`config.mk`:
```
export PLATFORM = sky130hd
export DESIGN_NAME = univ_shift_reg
export DESIGN_NICKNAME = d
export VERILOG_FILES = /design/src/rtl/univ_shift_reg.sv
export SDC_FILE = /design/constraint.sdc
export NUM_CORES = 1
export LEC_CHECK = 0
export BUFFER_PORTS_ARGS = -buffer_cell sky130_fd_sc_hd__buf_2
export CAP_MARGIN = 10
export CORE_MARGIN = 2
export CORE_UTILIZATION = 43
export CTS_BUF_LIST = sky130_fd_sc_hd__clkbuf_8
export CTS_CLUSTER_SIZE = 24
export DETAILED_ROUTE_END_ITERATION = 10
export PLACE_DENSITY_LB_ADDON = 0.08
export SLEW_MARGIN = 15
export SYNTH_ARGS = -nofsm -noshare
export SYNTH_HDL_FRONTEND = slang
export SYNTH_HIERARCHICAL = 1
export SYNTH_SLANG_ARGS = --single-unit
```
`constraint.sdc`:
```
create_clock -name clk -period 2.5 [get_ports clk]
set_input_delay 0.125 -clock clk [delete_from_list [all_inputs] [get_ports clk]]
set_output_delay 0.125 -clock clk [all_outputs]
set_load 0.005 [all_outputs]
```
`src/rtl/univ_shift_reg.sv`:
```
// rtl/univ_shift_reg.sv - WIDTH-bit universal shift register with pattern match counter
//
// Purpose: universal shift register (hold / shift right / shift left / parallel
// load) built from preset/clear D flip-flop stages, plus a pattern detector and
// a saturating count of updates that landed on PATTERN.
//
// Ports:
//   clk       in   1      rising-edge clock
//   rst       in   1      asynchronous active-high reset (q=0, match_cnt=0)
//   pr_l      in   1      synchronous preset, active low, wins over clr_l
//   clr_l     in   1      synchronous clear, active low
//   mode      in   2      00 hold, 01 shift right, 10 shift left, 11 load
//   sin_r     in   1      serial bit entering the MSB on shift right
//   sin_l     in   1      serial bit entering the LSB on shift left
//   d         in   WIDTH  parallel load data
//   q         out  WIDTH  register contents
//   sout_r    out  1      q[0]
//   sout_l    out  1      q[WIDTH-1]
//   match     out  1      q == PATTERN
//   match_cnt out  CNT_W  saturating count of updates landing on PATTERN

// Single register stage: async reset, then sync preset over sync clear over data.
module usr_pc_dff (
    input  logic clk,
    input  logic rst,
    input  logic pr_l,
    input  logic clr_l,
    input  logic d,
    output logic q
);
    logic r_q;

    always_ff @(posedge clk or posedge rst) begin
        if (rst) begin
            r_q <= 1'b0;
        end else if (!pr_l) begin
            r_q <= 1'b1;
        end else if (!clr_l) begin
            r_q <= 1'b0;
        end else begin
            r_q <= d;
        end
    end

    assign q = r_q;
endmodule

module univ_shift_reg #(
    parameter int                 WIDTH   = 4,
    parameter logic [WIDTH-1:0]   PATTERN = 4'b1011,
    parameter int                 CNT_W   = 8
) (
    input  logic             clk,
    input  logic             rst,
    input  logic             pr_l,
    input  logic             clr_l,
    input  logic [1:0]       mode,
    input  logic             sin_r,
    input  logic             sin_l,
    input  logic [WIDTH-1:0] d,
    output logic [WIDTH-1:0] q,
    output logic             sout_r,
    output logic             sout_l,
    output logic             match,
    output logic [CNT_W-1:0] match_cnt
);
    localparam logic [CNT_W-1:0] CNT_MAX = '1;

    logic [WIDTH-1:0] w_q;
    logic [WIDTH-1:0] w_d_next;
    logic [WIDTH-1:0] w_q_next;
    logic             w_update;
    logic [CNT_W-1:0] r_cnt;

    // Data presented to the stages when neither preset nor clear is active.
    always_comb begin
        w_d_next = w_q;
        case (mode)
            2'b00:   w_d_next = w_q;
            2'b01:   w_d_next = {sin_r, w_q[WIDTH-1:1]};
            2'b10:   w_d_next = {w_q[WIDTH-2:0], sin_l};
            default: w_d_next = d;
        endcase
    end

    genvar gi;
    generate
        for (gi = 0; gi < WIDTH; gi++) begin : g_stage
            usr_pc_dff u_stage (
                .clk   (clk),
                .rst   (rst),
                .pr_l  (pr_l),
                .clr_l (clr_l),
                .d     (w_d_next[gi]),
                .q     (w_q[gi])
            );
        end
    endgenerate

    // Value the stages will hold after this edge; the counter needs it to
    // decide whether the update lands on PATTERN.
    always_comb begin
        w_q_next = w_d_next;
        if (!pr_l) begin
            w_q_next = '1;
        end else if (!clr_l) begin
            w_q_next = '0;
        end
    end

    // Hold edges are never updates, even when q already equals PATTERN.
    assign w_update = !pr_l || !clr_l || (mode != 2'b00);

    always_ff @(posedge clk or posedge rst) begin
        if (rst) begin
            r_cnt <= '0;
        end else if (w_update && (w_q_next == PATTERN) && (r_cnt != CNT_MAX)) begin
            r_cnt <= r_cnt + 1'b1;
        end
    end

    assign q         = w_q;
    assign sout_r    = w_q[0];
    assign sout_l    = w_q[WIDTH-1];
    assign match     = (w_q == PATTERN);
    assign match_cnt = r_cnt;
endmodule

```
Word level (Yosys, flattened, before mapping)
Index checks and enable logic that the tools add are counted.
- register bits after elaboration: 12
- output and inout bits: 15
- word-level logic and storage cells: 30
- $add $sub $neg: 1
- equal/unequal tests: 5
- multiplexer cells: 11
- reduce and logical (&&, ||, !) cells: 8
- operators by type and width (kind ; count):
    4-bit one-hot mux with 3 select lines ; 1
    8-bit by 1-bit adder with 8-bit output (second input constant) ; 1
    4-bit == test (second input constant) ; 2
    1-bit two-way mux ; 8
    4-bit two-way mux ; 2
    8-bit != test (second input constant) ; 1
    2-bit by 1-bit == test with 1-bit output (second input constant) ; 1
    2-bit == test (second input constant) ; 1
    1-bit logical AND ; 2
    1-bit zero test ; 2
    2-bit zero test ; 1
    1-bit logical OR ; 2
    2-bit nonzero test ; 1

Logic depth before layout (Yosys ltp)
- word-level depth: 7
- gate-level depth with buffers: 5
- depth with buffers taken out: 5

Hierarchy
Netlist, hierarchy kept.
- by module, submodules not included (module ; instances ; cells an instance ; area each (µm²) ; seq. area each (µm²)):
    univ_shift_reg ; 1 ; 43 ; 558.0 ; 200.2
    usr_pc_dff ; 4 ; 3 ; 38.8 ; 25.0

Worst setup path after synthesis
Ideal clock, no wire load.
- kind: reg-to-reg
- from: register g_stage[1].u_stage.r_q
- to: register r_cnt[1], in the netlist match_cnt[1]
- arrival: 1559 ps
- required time: 2375 ps
- path slack: 816 ps
- stages on the path, launching flop included: 5
- period minus slack after synthesis: 1684 ps
- cell sequence: dfrtp_1 -> mux4_2 -> nand3b_4 -> nor2_1 -> mux2_4
- longest elaborated chain between the ends: 6
- RTL lines (item ; RTL line ; RTL):
    start: declaration ; 31 ; logic r_q;
    start signal: assignment ; 35 ; r_q <= 1'b0;
    start signal: assignment ; 37 ; r_q <= 1'b1;
    start signal: assignment ; 39 ; r_q <= 1'b0;
    4-bit one-hot mux with 3 select lines ; 78 ; case (mode)
    via w_d_next[2] ; 70 ; logic [WIDTH-1:0] w_d_next;
    4-bit two-way mux ; 106 ; end else if (!clr_l) begin
    4-bit two-way mux ; 104 ; if (!pr_l) begin
    4-bit == test ; 117 ; end else if (w_update && (w_q_next == PATTERN) && (r_cnt != CNT_MAX)) begin
    1-bit logical AND (2 in a row) ; 117 ;
    end signal: assignment ; 118 ; r_cnt <= r_cnt + 1'b1;
    end: declaration ; 73 ; logic [CNT_W-1:0] r_cnt;
The timed path passes the listed nets, and every way through them passes these cells.
A chain may end at the register's enable or synchronous reset.

Final worst setup path
Same ends and word-level chain as after synthesis.

==> results.py <==
metrics = {
    "logic_synthesis": {
        "synth_cell_type_count": 19,
        "async_flop_share": 1.00,
        "ys_seq_area_frac": 0.421,
        "synthTopCellsByCount": "12 x dfrtp_1, 7 x xor2_1, 6 x inv_1",
        "synth.most_common_cell": "dfrtp_1",
        "syn_area_um2": 713,
        "synth_top_area_frac": 0.421,
        "synth_cells": 55,
        "yosys_warnings": 6,
        "syn_avg_cell_area_um2": 13.0,
        "ys_ff_latch": 12,
        "synth_edf_count": 0,
        "syn_nets": 68,
        "synth_flop_cell": "dfrtp_1",
        "synthTopCellsByArea": "dfrtp_1 42%, mux4_2 9.5%, xor2_1 8.6%, a21bo_1 5.6%, nor4_2 5.3%",
        "yosys.area.top_type": "dfrtp_1",
    },
    "clock_tree": {
        "clk_root_buffer_cell": "clkbuf_8",
        "clk_pin_slew_worst_paths_ps": 50,
        "cts_buffers": 3,
        "h-tree-depth": 1,
        "cts.path.max_buffers": 2,
        "clock_sinks": 12,
        "insertion_delay_ps": 230,
        "cts_tree": "built",
    },
    "critical_path": {
        "r2r_start": "g_stage[1].u_stage/q",
        "crit_start": "g_stage[1].u_stage/q",
        "worst-path-max-fanout": 7,
        "endpoint": "match_cnt[1]",
        "critPathRequiredTime_ps": 2610,
        "crit_slowest_cell": "mux4_2",
        "critPathKind": "reg -> reg",
        "rrSetupSlack_ps": 700,
        "rr_worst_depth": 4,
        "cp-start-kind": "flop",
        "crit_path_max_incr_delay_ps": 500,
        "worstPathCellList": "mux4_2 > nand3b_4 > nor2_1 > mux2_4",
        "arrival_ps": 1920,
        "crit_path_end_kind": "flop",
        "regToRegEndpoint": "match_cnt[1]",
    },
    "cells_and_area": {
        "fin_cells": 99,
        "fill_cells": 125,
        "nets": 98,
        "multi_input_area_um2": 375,
        "ff_latch_area_um2": 300,
        "drive_gt1_frac": 0.458,
        "n_antenna_cell": 0,
        "area_delta_synth_final_pct": 26.1,
    },
    "global_routing": {
        "grt_overflow": 0,
        "grt.total_usage": 0.187,
        "grt_first_pass_wirelength_um": 2640,
        "grt_pass1_vias": 574,
        "grt_max_degree": 9,
        "antenna_found_initial": 0,
    },
    "pwr": {
        "p_clk_frac": 0.306,
        "p_switching_uw": 158,
        "pwr-share-seq": 0.463,
        "power_frac_comb": 0.231,
        "swShare": 0.288,
        "power_density_nw_per_um2": 611,
        "ir_drop_mv": 0.484,
        "p_int_uw": 391,
        "p_leak_uw": 0.000491,
    },
    "drt": {
        "wl_per_cell_um": 15.7,
        "via_count": 576,
        "viasPerCell": 5.82,
        "drc": 0,
        "drtIter0Drc": 10,
        "dr.pass1.iters": 4,
        "ant_nets": 0,
        "finalWirelength_um": 1560,
    },
    "floorplan": {
        "die_h_um": 44.7,
        "chipWidth_um": 44.7,
        "core_um2": 1520,
        "start_util": 0.468,
        "rows": 14,
        "ios": 27,
        "dieArea_um2": 2000,
    },
    "status": {
        "status": "completed",
    },
    "placed_design": {
        "dp.cells": 95,
        "place.port_buffers": 26,
        "place_congestion": 0.734,
        "hpwl_um": 1220,
    },
    "sta": {
        "rsz0062_at_grt": "no",
        "relSlewSlack": 0.800,
        "finalSetupViolations": 0,
        "worstMarginPinSlew_ps": 300,
        "hold_viol": 0,
        "period_share": 0.721,
        "min_period_ps": 1800,
        "tns_ps": 0,
        "skew_ps": 2.60,
        "slew_viol_final": 0,
        "fmax_mhz": 555,
    },
    "job": {
        "maxCapViolCount": 0,
    },
    "worst_hold_path": {
        "hold_class": "in -> reg",
    },
}
[state kept, by name, summed over array words and instances, names as in the netlist]
name / count
match_cnt: 8
g_stage.u_stage/q: 4
[placed cells by master (no fill, tap or decap), drive strengths merged]
cell / Yosys / final
dfrtp: 12 / 12
inv: 6 / 6
nor4: 3 / 3
ha: 1 / 1
mux2: 1 / 1
and4b: 1 / 1
a21bo: 4 / 4
mux4: 4 / 4
clkbuf: 0 / 3
nor3: 3 / 3
nand4: 1 / 1
xor2: 7 / 7
nand3: 5 / 5
nor2: 1 / 1
dlygate4sd3: 0 / 1
o211ai: 1 / 1
nand3b: 1 / 1
nand2: 1 / 1
o211a: 1 / 1
buf: 2 / 26
[kinds of logic (layout without fill, tap and decap cells)]
logic type      after synthesis  count (layout)  share of synthesized area
simple gates                 16              16                      0.170
flops                        12              12                      0.421
buf+inv                       8              36                     0.0526
xor+xnor                      7               7                     0.0860
compound gates                6               6                      0.100
mux                           5               5                      0.153
fa+ha+maj                     1               1                     0.0175
[timing repair]
item | 4_1_cts | 5_1_grt
setup buffers | 0 | 0
endpoints found under the hold margin | 12 | 0
hold buffers | 1 | 0
gates resized for setup | 0 | 0
[area by class of cell]
class	instances	share of cell area
Timing Repair Buffer	27	0.156
Clock buffer	3	0.0459
Sequential cell	12	0.334
Tap cell	16	0.0223
Inverter	6	0.0250
Multi-Input combinational cell	35	0.417
[power by group through the flow]
stage / Sequential, uW / Clock [uW] / Combinational (uW)
after floorplan: 250 / 0 / 75.2
after global placement: 255 / 0 / 121
after detailed placement: 257 / 0 / 126
after CTS: 254 / 171 / 130
after global routing: 259 / 186 / 137
final: 255 / 168 / 127
[routing by layer]
| metal | global-route usage | routed length [um] |
|---|---|---|
| met5 | 0 | 0 |
| met4 | 0.0909 | 24 |
| met2 | 0.313 | 735 |
| met1 | 0.223 | 645 |
| met3 | 0.0480 | 153 |
[critical path, delay by kind of cell (launching register included)]
family        cells  cell delay [ps]
mux               2              830
simple gates      2              440
flops             1              410
[how the worst min path moves through the flow]
stage / start / to / slack [ps] / cells after the start
after detailed placement: rst / g_stage[3].u_stage/q / 10 / 2
after global placement: rst / g_stage[3].u_stage/q / 10 / 2
after floorplan: rst / g_stage[0].u_stage/q / -150 / 1
after global routing: clr_l / g_stage[3].u_stage/q / 160 / 2
after CTS: clr_l / g_stage[3].u_stage/q / 170 / 2
final: clr_l / g_stage[2].u_stage/q / 170 / 2
[stage by stage]
stage	cell area (um^2)	hold slack [ps]	setup WS (ps)	power, uW	utilization
detailed placement	848	10.6	711	383	0.557
global placement	848	12.1	773	376	0.557
floorplan	713	-146	816	325	-
global route	900	164	630	583	0.590
CTS	900	171	701	554	0.590
finish	900	168	698	549	0.590
No activity file was read; power rests on OpenSTA's default activity.
